===== src/rtl/cm_response_pkg.sv =====
// Shared encodings for the CM response encoder: frame header marker, event kinds, FSM states.
package cm_response_pkg;

    localparam logic [1:0] HDR_MARKER = 2'b11;

    typedef enum logic {
        KIND_NOTIF = 1'b0,
        KIND_ERROR = 1'b1
    } kind_e;

    typedef enum logic [1:0] {
        IDLE      = 2'd0,
        LOAD      = 2'd1,
        SEND_HDR  = 2'd2,
        SEND_STAT = 2'd3
    } state_e;

    // Queue entry: code already zero-extended/truncated to the 5-bit header field.
    typedef struct packed {
        kind_e       kind;
        logic [4:0]  code;
        logic [7:0]  status;
    } entry_t;

    function automatic logic [7:0] make_hdr(input entry_t e);
        return {HDR_MARKER, e.kind, e.code};
    endfunction

endpackage


===== src/rtl/cm_response_queue.sv =====
// Synchronous FIFO of pending response entries; pop data is the head, valid while non-empty.
// Push when full and pop when empty are ignored; simultaneous push/pop keeps the count.
module cm_response_queue #(
    parameter int WIDTH = 14,
    parameter int DEPTH = 4
) (
    input  logic             clk,
    input  logic             rst_n,
    input  logic             push_i,
    input  logic [WIDTH-1:0] push_dat_i,
    input  logic             pop_i,
    output logic [WIDTH-1:0] pop_dat_o,
    output logic             full_o,
    output logic             empty_o
);
    localparam int AW = $clog2(DEPTH);

    logic [WIDTH-1:0] mem_q [DEPTH];
    logic [AW-1:0]    wr_ptr_q;
    logic [AW-1:0]    rd_ptr_q;
    logic [AW:0]      cnt_q;
    logic             do_push;
    logic             do_pop;

    assign full_o    = (cnt_q == (AW+1)'(DEPTH));
    assign empty_o   = (cnt_q == '0);
    assign do_push   = push_i && !full_o;
    assign do_pop    = pop_i && !empty_o;
    assign pop_dat_o = mem_q[rd_ptr_q];

    // DEPTH is a power of two, so the pointers wrap naturally.
    always_ff @(posedge clk or negedge rst_n) begin
        if (!rst_n) begin
            wr_ptr_q <= '0;
            rd_ptr_q <= '0;
            cnt_q    <= '0;
        end else begin
            if (do_push) wr_ptr_q <= AW'(wr_ptr_q + 1'b1);
            if (do_pop)  rd_ptr_q <= AW'(rd_ptr_q + 1'b1);
            case ({do_push, do_pop})
                2'b10:   cnt_q <= cnt_q + 1'b1;
                2'b01:   cnt_q <= cnt_q - 1'b1;
                default: cnt_q <= cnt_q;
            endcase
        end
    end

    always_ff @(posedge clk) begin
        if (do_push) mem_q[wr_ptr_q] <= push_dat_i;
    end

endmodule


===== src/rtl/cm_response_encoder.sv =====
// Queues notification/error events and emits 2-byte frames (header, status) to a TX FIFO; 3/4 cycles strobe to bytes.
// Stalls while Full is high; events arriving with the queue full are dropped (counted when CM_DROP_COUNT_EN is defined).
module cm_response_encoder
    import cm_response_pkg::*;
#(
    parameter int CODE_WIDTH          = 4,
    parameter int CONFIG_STATUS_WIDTH = 8,
    parameter int QUEUE_DEPTH         = 4
) (
    input  logic                           clk,
    input  logic                           rst_n,
    input  logic [CODE_WIDTH-1:0]          Config_Notification,
    input  logic                           Config_Notification_Valid,
    input  logic [CODE_WIDTH-1:0]          Config_Error,
    input  logic                           Error_Valid,
    input  logic [CONFIG_STATUS_WIDTH-1:0] Config_Status,
    input  logic                           Full,
    output logic [7:0]                     TXD_Data,
    output logic                           Write_En,
    output logic                           Busy,
    output logic [7:0]                     Drop_Count
);
    state_e     state_q, state_d;
    entry_t     hold_q;
    entry_t     push_entry;
    entry_t     pop_entry;
    logic [4:0] ntf_code5, err_code5;
    logic [7:0] status8;
    logic       evt_vld;
    logic       q_pop, q_full, q_empty;
    logic       we_q, we_d;
    logic [7:0] txd_q, txd_d;

    if (CODE_WIDTH >= 5) begin : g_code_trunc
        assign ntf_code5 = Config_Notification[4:0];
        assign err_code5 = Config_Error[4:0];
    end else begin : g_code_ext
        assign ntf_code5 = {{(5-CODE_WIDTH){1'b0}}, Config_Notification};
        assign err_code5 = {{(5-CODE_WIDTH){1'b0}}, Config_Error};
    end

    if (CONFIG_STATUS_WIDTH >= 8) begin : g_stat_trunc
        assign status8 = Config_Status[7:0];
    end else begin : g_stat_ext
        assign status8 = {{(8-CONFIG_STATUS_WIDTH){1'b0}}, Config_Status};
    end

    assign evt_vld = Error_Valid || Config_Notification_Valid;

    // An error wins over a same-cycle notification.
    always_comb begin
        push_entry        = '0;
        push_entry.status = status8;
        if (Error_Valid) begin
            push_entry.kind = KIND_ERROR;
            push_entry.code = err_code5;
        end else begin
            push_entry.kind = KIND_NOTIF;
            push_entry.code = ntf_code5;
        end
    end

    cm_response_queue #(
        .WIDTH ($bits(entry_t)),
        .DEPTH (QUEUE_DEPTH)
    ) u_queue (
        .clk        (clk),
        .rst_n      (rst_n),
        .push_i     (evt_vld),
        .push_dat_i (push_entry),
        .pop_i      (q_pop),
        .pop_dat_o  (pop_entry),
        .full_o     (q_full),
        .empty_o    (q_empty)
    );

    always_comb begin
        state_d = state_q;
        q_pop   = 1'b0;
        we_d    = 1'b0;
        txd_d   = txd_q;
        case (state_q)
            IDLE: begin
                if (!q_empty) state_d = LOAD;
            end
            LOAD: begin
                q_pop   = 1'b1;
                state_d = SEND_HDR;
            end
            SEND_HDR: begin
                if (!Full) begin
                    we_d    = 1'b1;
                    txd_d   = make_hdr(hold_q);
                    state_d = SEND_STAT;
                end
            end
            SEND_STAT: begin
                if (!Full) begin
                    we_d    = 1'b1;
                    txd_d   = hold_q.status;
                    state_d = IDLE;
                end
            end
            default: state_d = IDLE;
        endcase
    end

    always_ff @(posedge clk or negedge rst_n) begin
        if (!rst_n) begin
            state_q <= IDLE;
            hold_q  <= '0;
            we_q    <= 1'b0;
            txd_q   <= 8'h00;
        end else begin
            state_q <= state_d;
            we_q    <= we_d;
            txd_q   <= txd_d;
            if (q_pop) hold_q <= pop_entry;
        end
    end

    assign Write_En = we_q;
    assign TXD_Data = txd_q;
    assign Busy     = (state_q != IDLE) || !q_empty;

`ifdef CM_DROP_COUNT_EN
    logic [7:0] drop_q;
    logic [1:0] drops;
    logic [8:0] drop_sum;

    // Up to two drops per cycle: the losing notification plus an event hitting a full queue.
    assign drops    = {1'b0, Error_Valid && Config_Notification_Valid} + {1'b0, evt_vld && q_full};
    assign drop_sum = {1'b0, drop_q} + {7'b0, drops};

    always_ff @(posedge clk or negedge rst_n) begin
        if (!rst_n) drop_q <= 8'h00;
        else        drop_q <= drop_sum[8] ? 8'hFF : drop_sum[7:0];
    end

    assign Drop_Count = drop_q;
`else
    assign Drop_Count = 8'h00;
`endif

endmodule


===== config.mk =====
export PLATFORM = sky130hd
export DESIGN_NAME = cm_response_encoder
export DESIGN_NICKNAME = d
export VERILOG_FILES = /design/src/rtl/cm_response_pkg.sv /design/src/rtl/cm_response_queue.sv /design/src/rtl/cm_response_encoder.sv
export SDC_FILE = /design/constraint.sdc
export NUM_CORES = 1
export LEC_CHECK = 0
export CAP_MARGIN = 20
export CORE_MARGIN = 2
export CORE_UTILIZATION = 45
export CTS_CLUSTER_DIAMETER = 150
export DETAILED_ROUTE_END_ITERATION = 16
export PLACE_DENSITY = 0.63
export SETUP_SLACK_MARGIN = 0.15
export SLEW_MARGIN = 20
export SYNTH_ARGS = -nofsm -noshare
export SYNTH_HDL_FRONTEND = slang
export SYNTH_SLANG_ARGS = --single-unit

===== constraint.sdc =====
create_clock -name clk -period 4.8 [get_ports clk]
set_input_delay 0.48 -clock clk [delete_from_list [all_inputs] [get_ports clk]]
set_output_delay 0.48 -clock clk [all_outputs]
set_load 0.1 [all_outputs]

=== Word-level counts from Yosys, hierarchy flattened ===
Memory sizes are Yosys's and may differ from the RTL's. A register that Yosys moved wholly into a read port is not among the register bits.
Cells that the tools add are included.

* $add $sub $neg: 4
* Multipliers: 0
* Divide/modulo/power cells: 0
* $lt $le $gt $ge: 0
* Equal/unequal tests: 9
* Shift operators: 0
* Multiplexer cells: 14
* Bitwise operators: 0
* Reduce and logical (&&, ||, !) cells: 15

{| class="wikitable"
|+ Operator list
! operator !! number
|-
| 8-bit 2-to-1 mux || 2
|-
| 8-bit case mux with 2 select lines || 1
|-
| 2-bit case mux with 4 select lines || 1
|-
| 2-bit equality test (second input constant) || 3
|-
| 2-bit 2-to-1 mux || 3
|-
| 6-bit 2-to-1 mux || 1
|-
| 2-bit != test (second input constant) || 3
|-
| 3-bit case mux with 2 select lines || 1
|-
| 3-bit AND reduction || 2
|-
| 2-bit nonzero test || 3
|-
| 1-bit 2-to-1 mux || 5
|-
| 2-bit by 1-bit adder with 2-bit output (second input constant) || 2
|-
| 2-bit by 1-bit equality test with 1-bit output (second input constant) || 2
|-
| 3-bit by 1-bit adder with 3-bit output (second input constant) || 1
|-
| 3-bit equality test (second input constant) || 1
|-
| 1-bit zero test || 3
|-
| 3-bit zero test || 1
|-
| 3-bit by 1-bit subtractor with 3-bit output (second input constant) || 1
|-
| 1-bit logical AND || 2
|-
| 2-bit zero test || 1
|-
| 1-bit logical OR || 2
|-
| 2-bit OR reduction || 1
|}

* Register bits after elaboration: 18
* Latch bits: 0
* Memory bits (writable): 56
* Bits in read-only memories: 0
* Bits of input ports: 21
* Output and inout bits: 18
* Word-level logic and storage cells: 49
* Memories kept: 1

{| class="wikitable"
|+ Memories
! name !! depth !! bits a word !! read ports !! clocked after memory_dff !! wr ports !! line !! RTL
|-
| u_queue.mem_q || 4 || 14 || 1 || 1 || 1 || cm_response_queue.sv:18 || <nowiki>logic [WIDTH-1:0] mem_q [DEPTH];</nowiki>
|}

=== Depth between registers and ports, before layout ===
* Word-level depth: 5
* Mapped depth: 9
* Mapped depth without buffers: 9

=== By module ===
Synthesis repeated with hierarchy kept, for this count alone.

* Cells, all modules: 214
* Area, all modules: 3,763.6 um^2

{| class="wikitable"
|+ Modules (own cells, without submodules)
! module !! times used !! cells an instance !! area each (um^2) !! seq. area each (um^2)
|-
| cm_response_queue || 1 || 110 || 2,481.1 || 1,856.8
|-
| cm_response_encoder || 1 || 104 || 1,282.5 || 625.6
|}

=== Worst setup path after synthesis ===
No wires, ideal clock.

* Path type: register to register
* From: register state_q[1]
* To: register u_queue.cnt_q[2]
* Library setup time: 0.079 ns
* Arrival: 1.897 ns
* Data required time: 4.721 ns
* Slack: 2.824 ns
* Cell stages (with the launch flop): 10
* Path buffers: 0
* Period minus slack after synthesis: 1.976 ns
* Cells stage by stage: dfrtp_1 -> inv_1 -> ha_1 -> o31a_1 -> ha_1 -> inv_1 -> fa_1 -> xor2_1 -> nor2_1 -> xor2_1

* Cells in the longest elaborated chain, start to end: 5
* Elaborated cells on any way between the ends: 7
* Those cells by class: eq/ne: 3; mux: 2; reduce/logical: 2

{| class="wikitable"
|+ Ends and longest elaborated chain
! element !! line !! RTL
|-
| start: declaration || cm_response_encoder.sv:23 || <nowiki>state_e state_q, state_d;</nowiki>
|-
| start signal: assignment || cm_response_encoder.sv:115 || <nowiki>state_q <= state_d;</nowiki>
|-
| 2-bit by 1-bit equality test with 1-bit output * || cm_response_encoder.sv:82 || <nowiki>case (state_q)</nowiki>
|-
| 1-bit 2-to-1 mux * || cm_response_encoder.sv:82 ||
|-
| 1-bit logical AND * || cm_response_queue.sv:28 || <nowiki>assign do_pop = pop_i && !empty_o;</nowiki>
|-
| via u_queue.do_pop || cm_response_queue.sv:23 || <nowiki>logic do_pop;</nowiki>
|-
| 2-bit by 1-bit equality test with 1-bit output / 2-bit equality test (equally long branches) || cm_response_queue.sv:40 || <nowiki>case ({do_push, do_pop})</nowiki>
|-
| 3-bit case mux with 2 select lines / 2-bit nonzero test (equally long branches) || -- ||
|-
| end signal: assignment || cm_response_queue.sv:41 || <nowiki>2'b10: cnt_q <= cnt_q + 1'b1;</nowiki>
|-
| end signal: assignment || cm_response_queue.sv:42 || <nowiki>2'b01: cnt_q <= cnt_q - 1'b1;</nowiki>
|-
| end signal: assignment || cm_response_queue.sv:43 || <nowiki>default: cnt_q <= cnt_q;</nowiki>
|-
| end: declaration || cm_response_queue.sv:21 || <nowiki>logic [AW:0] cnt_q;</nowiki>
|}

Mark *: on every way through the listed nets, which the timed path passes. The rest lies on a longest branch.
A chain may end at the register's enable or synchronous reset.

=== Worst setup path in the final report ===
* From: register state_q[0]
* To: output Busy

* Cells in the longest elaborated chain, start to end: 2

{| class="wikitable"
|+ Ends and longest elaborated chain
! element !! line !! RTL
|-
| 2-bit nonzero test || cm_response_encoder.sv:124 || <nowiki>assign Busy = (state_q != IDLE) || !q_empty;</nowiki>
|-
| 1-bit logical OR || cm_response_encoder.sv:124 ||
|-
| end: declaration || cm_response_encoder.sv:20 || <nowiki>output logic Busy,</nowiki>
|}

No other way between the ends.

==> impl_results.md <==
* Share of synthesized registers carrying an async set or reset at 0.373
* Filler Cells Inserted at 644
* Via-to-Cell Ratio at a little under 5
* Tcrit/Tclk final at 0.617
* Sequential cell area fraction in the yosys report at 0.670
* Layout cells sized above 1 at 0.141
* Vias in the first global route at 1874
* Final Hold Vio Count at 0
* Peak VDD IR at between 200 and 300 uV
* Critical Path Start Type: flop
* Die area at 8480 um^2
* Tmin final at 2.96 ns
* DRC at 0
* Die height at 92.1 um
* Synth top area share at 0.447
* Largest net degree at the start of global routing at 32
* Synthesized cell area at between 3000 and 4000 um^2
* Max-slew violations at 0
* DP Wirelength at about 3.7 mm
* Number of max-cap violations at 0
* Slew headroom at 0.352
* Number of CTS-inserted buffers at 9
* Yosys cell types at 30
* Worst path top cell family by delay: buffers and inverters
* Cell with the most instances after synthesis: edfxtp_1
* Site row count at 32
* Fin area at 4050 um^2
* Crit path kind: reg2out
* RSZ-0062 raised after global routing: no
* Buf+Inv Stages, Crit Path at 2
* Setup Buffers After CTS at 0
* Antenna-violating nets left at 0
* GRT Total Usage at 0.157
* Max Freq at about 340 MHz
* Initial drt markers at between 50 and 60
* Worst-path fanout max at 4
* Synth warn at 0
* CP max stage cell: clkdlybuf4s50_1
* CP arrival at 2.48 ns
* Grt ovf at 0
* CTS Buffer Depth at 2
* Slew at the pin with the worst max-slew slack at 0.969 ns
* Number of antenna violations at the first check in global routing at 0
* Core Footprint at 7610 um^2
* Hold Path Class: reg2reg
* Inserted Diodes at 0
* Initial Util at 0.459
* Post-CTS Resized at 0
* Final Util at 0.533
* Clk slew on worst S/H paths at 0.09 ns
* Static Leakage at approximately 1.6 nW
* NumNets Final at 303
* Worst-Skew Late Latency at 0.36 ns
* CP endpoint kind: primary output
* Io pins at 39
* Clk_skew at 0.00659 ns
* Power per standard cell area at approximately 680 nW/um^2
* I/O Buffers at 30
* Post-synth EDFFs at 52
* Wire length per cell at 15.8 um
* Top post-synthesis cells by area: edfxtp_1 45%, dfrtp_1 22%, mux2_2 5.8%
* Dpl cell area at between 3000 and 4000 um^2
* First-pass GRT wire length at 9.61 mm
* # setup viols final at 0
* Final WL at 5.97 mm
* Layout area overhead at 16.1%
* Hold-fix buffers, CTS at 0
* Critical Path, Cell by Cell: inv_1 > ha_1 > or4b_4 > clkdlybuf4s50_1
* Gp weighted congestion at around 0.7
* Area leader, netlist: edfxtp_1
* Top cells by count, synth: 52 x edfxtp_1, 31 x dfrtp_1, 19 x o21ai_0
* CTS H-tree lvls at 3
* Ys flop type: edfxtp_1
* TritonCTS clock tree: yes
* Req. time, crit path at 4.32 ns
* Synth Instances at 237
* # clock sinks at 83
* Root Buffer: clkbuf_8
* Status: completed
* Die X-Extent at 92.1 um
* DR vias at between 1500 and 2000
* Avg Inst Size Synth at 14.7 um^2
* Setup tns final at 0 ns
* Drt pass-1 iters at 4
* CP max stage delay at 0.98 ns
* #FFs+latches synth at 83
routing by layer:
metal  GRT usage  wire [um]  vias up
met5           0          0        -
met2       0.250       2880       35
li1            -          -      900
met4      0.0821        123        0
met1       0.199       2760      911
met3      0.0403        195       10
worst min-delay path, delay by kind of cell (launching register included):
kind               cells  cell delay [ns]
DFF                    1             0.35
AOI/OAI and AO/OA      1             0.06
and+or+nand+nor        1             0.04
placed cells by master (no fill, tap or decap):
cell type	Yosys	layout
o31a_1	1	1
inv_6	0	1
clkbuf_8	0	9
nor2b_1	13	12
mux2_1	1	1
clkinvlp_4	0	1
dfrtp_1	31	31
mux2_2	18	18
inv_1	11	11
xor2_1	3	3
a211oi_1	1	1
nor2_1	3	3
a31oi_2	1	1
nor2b_2	0	1
o21bai_1	1	1
buf_4	10	2
a22oi_1	1	1
conb_1	1	8
fa_1	1	1
and2_1	4	4
ha_1	10	10
o21ai_0	19	19
nand2_1	11	11
clkdlybuf4s50_1	0	30
a21oi_1	12	12
mux2i_1	18	18
xnor2_1	3	3
clkinv_4	0	3
o221ai_1	1	1
o21ai_2	1	1
or4b_4	1	1
clkinv_1	0	1
bufinv_16	0	1
o22a_1	2	2
edfxtp_1	52	52
per-stage QoR:
stage	setup slack [ns]	instances	hold slack, ns	power [mW]
2_1_floorplan	2.82	244	0.184	2.01
3_3_place_gp	2.18	362	0.461	2.26
3_5_place_dp	2.11	362	0.470	2.28
5_1_grt	1.75	378	0.508	2.93
4_1_cts	1.82	378	0.491	2.79
6_report	1.84	378	0.486	2.75
final timing paths:
path / startpoint / end / slack [ns] / depth (start not counted)
min in group asynchronous: rst_n / TXD_Data[4] / 0.53 / 2
max: state_q[0] / Busy / 1.84 / 4
min: TXD_Data[4] / TXD_Data[4] / 0.49 / 2
max in group asynchronous: rst_n / hold_q[10] / 3.98 / 2
min reg2reg: TXD_Data[4] / TXD_Data[4] / 0.49 / 2
max reg2reg: state_q[1] / u_queue.cnt_q[2] / 2.30 / 9
sequential cells by signal (all words and copies together), names as in the netlist:
signal / cells
TXD_Data: 8
Write_En: 1
hold_q: 13
state_q: 2
u_queue.cnt_q: 3
u_queue.mem_q: 52
u_queue.rd_ptr_q: 2
u_queue.wr_ptr_q: 2
power by group:
group          switching (mW)  internal [mW]  total [mW]
registers               0.104           1.04        1.14
clock network           0.262          0.243       0.505
logic                   0.720          0.378        1.10
total                    1.08           1.66        2.75
final cells by class:
class	count	area (um^2)	area share
sequential	83	2340	0.577
multi-input combinational	134	1030	0.254
timing repair buffer	32	315	0.0778
tap	102	128	0.0315
clock buffer	9	124	0.0306
clock inverter	7	76.3	0.0188
inverter	11	41.3	0.0102
cell families after synthesis:
family / after synthesis / synth area share
other cells: 1 / 0.00107
xor+xnor: 6 / 0.0151
compound gates: 40 / 0.0671
fa+ha+maj: 11 / 0.0416
flops: 83 / 0.670
simple gates: 32 / 0.0495
mux: 37 / 0.113
buf+inv: 27 / 0.0430
No activity file was read; power rests on OpenSTA's default activity.
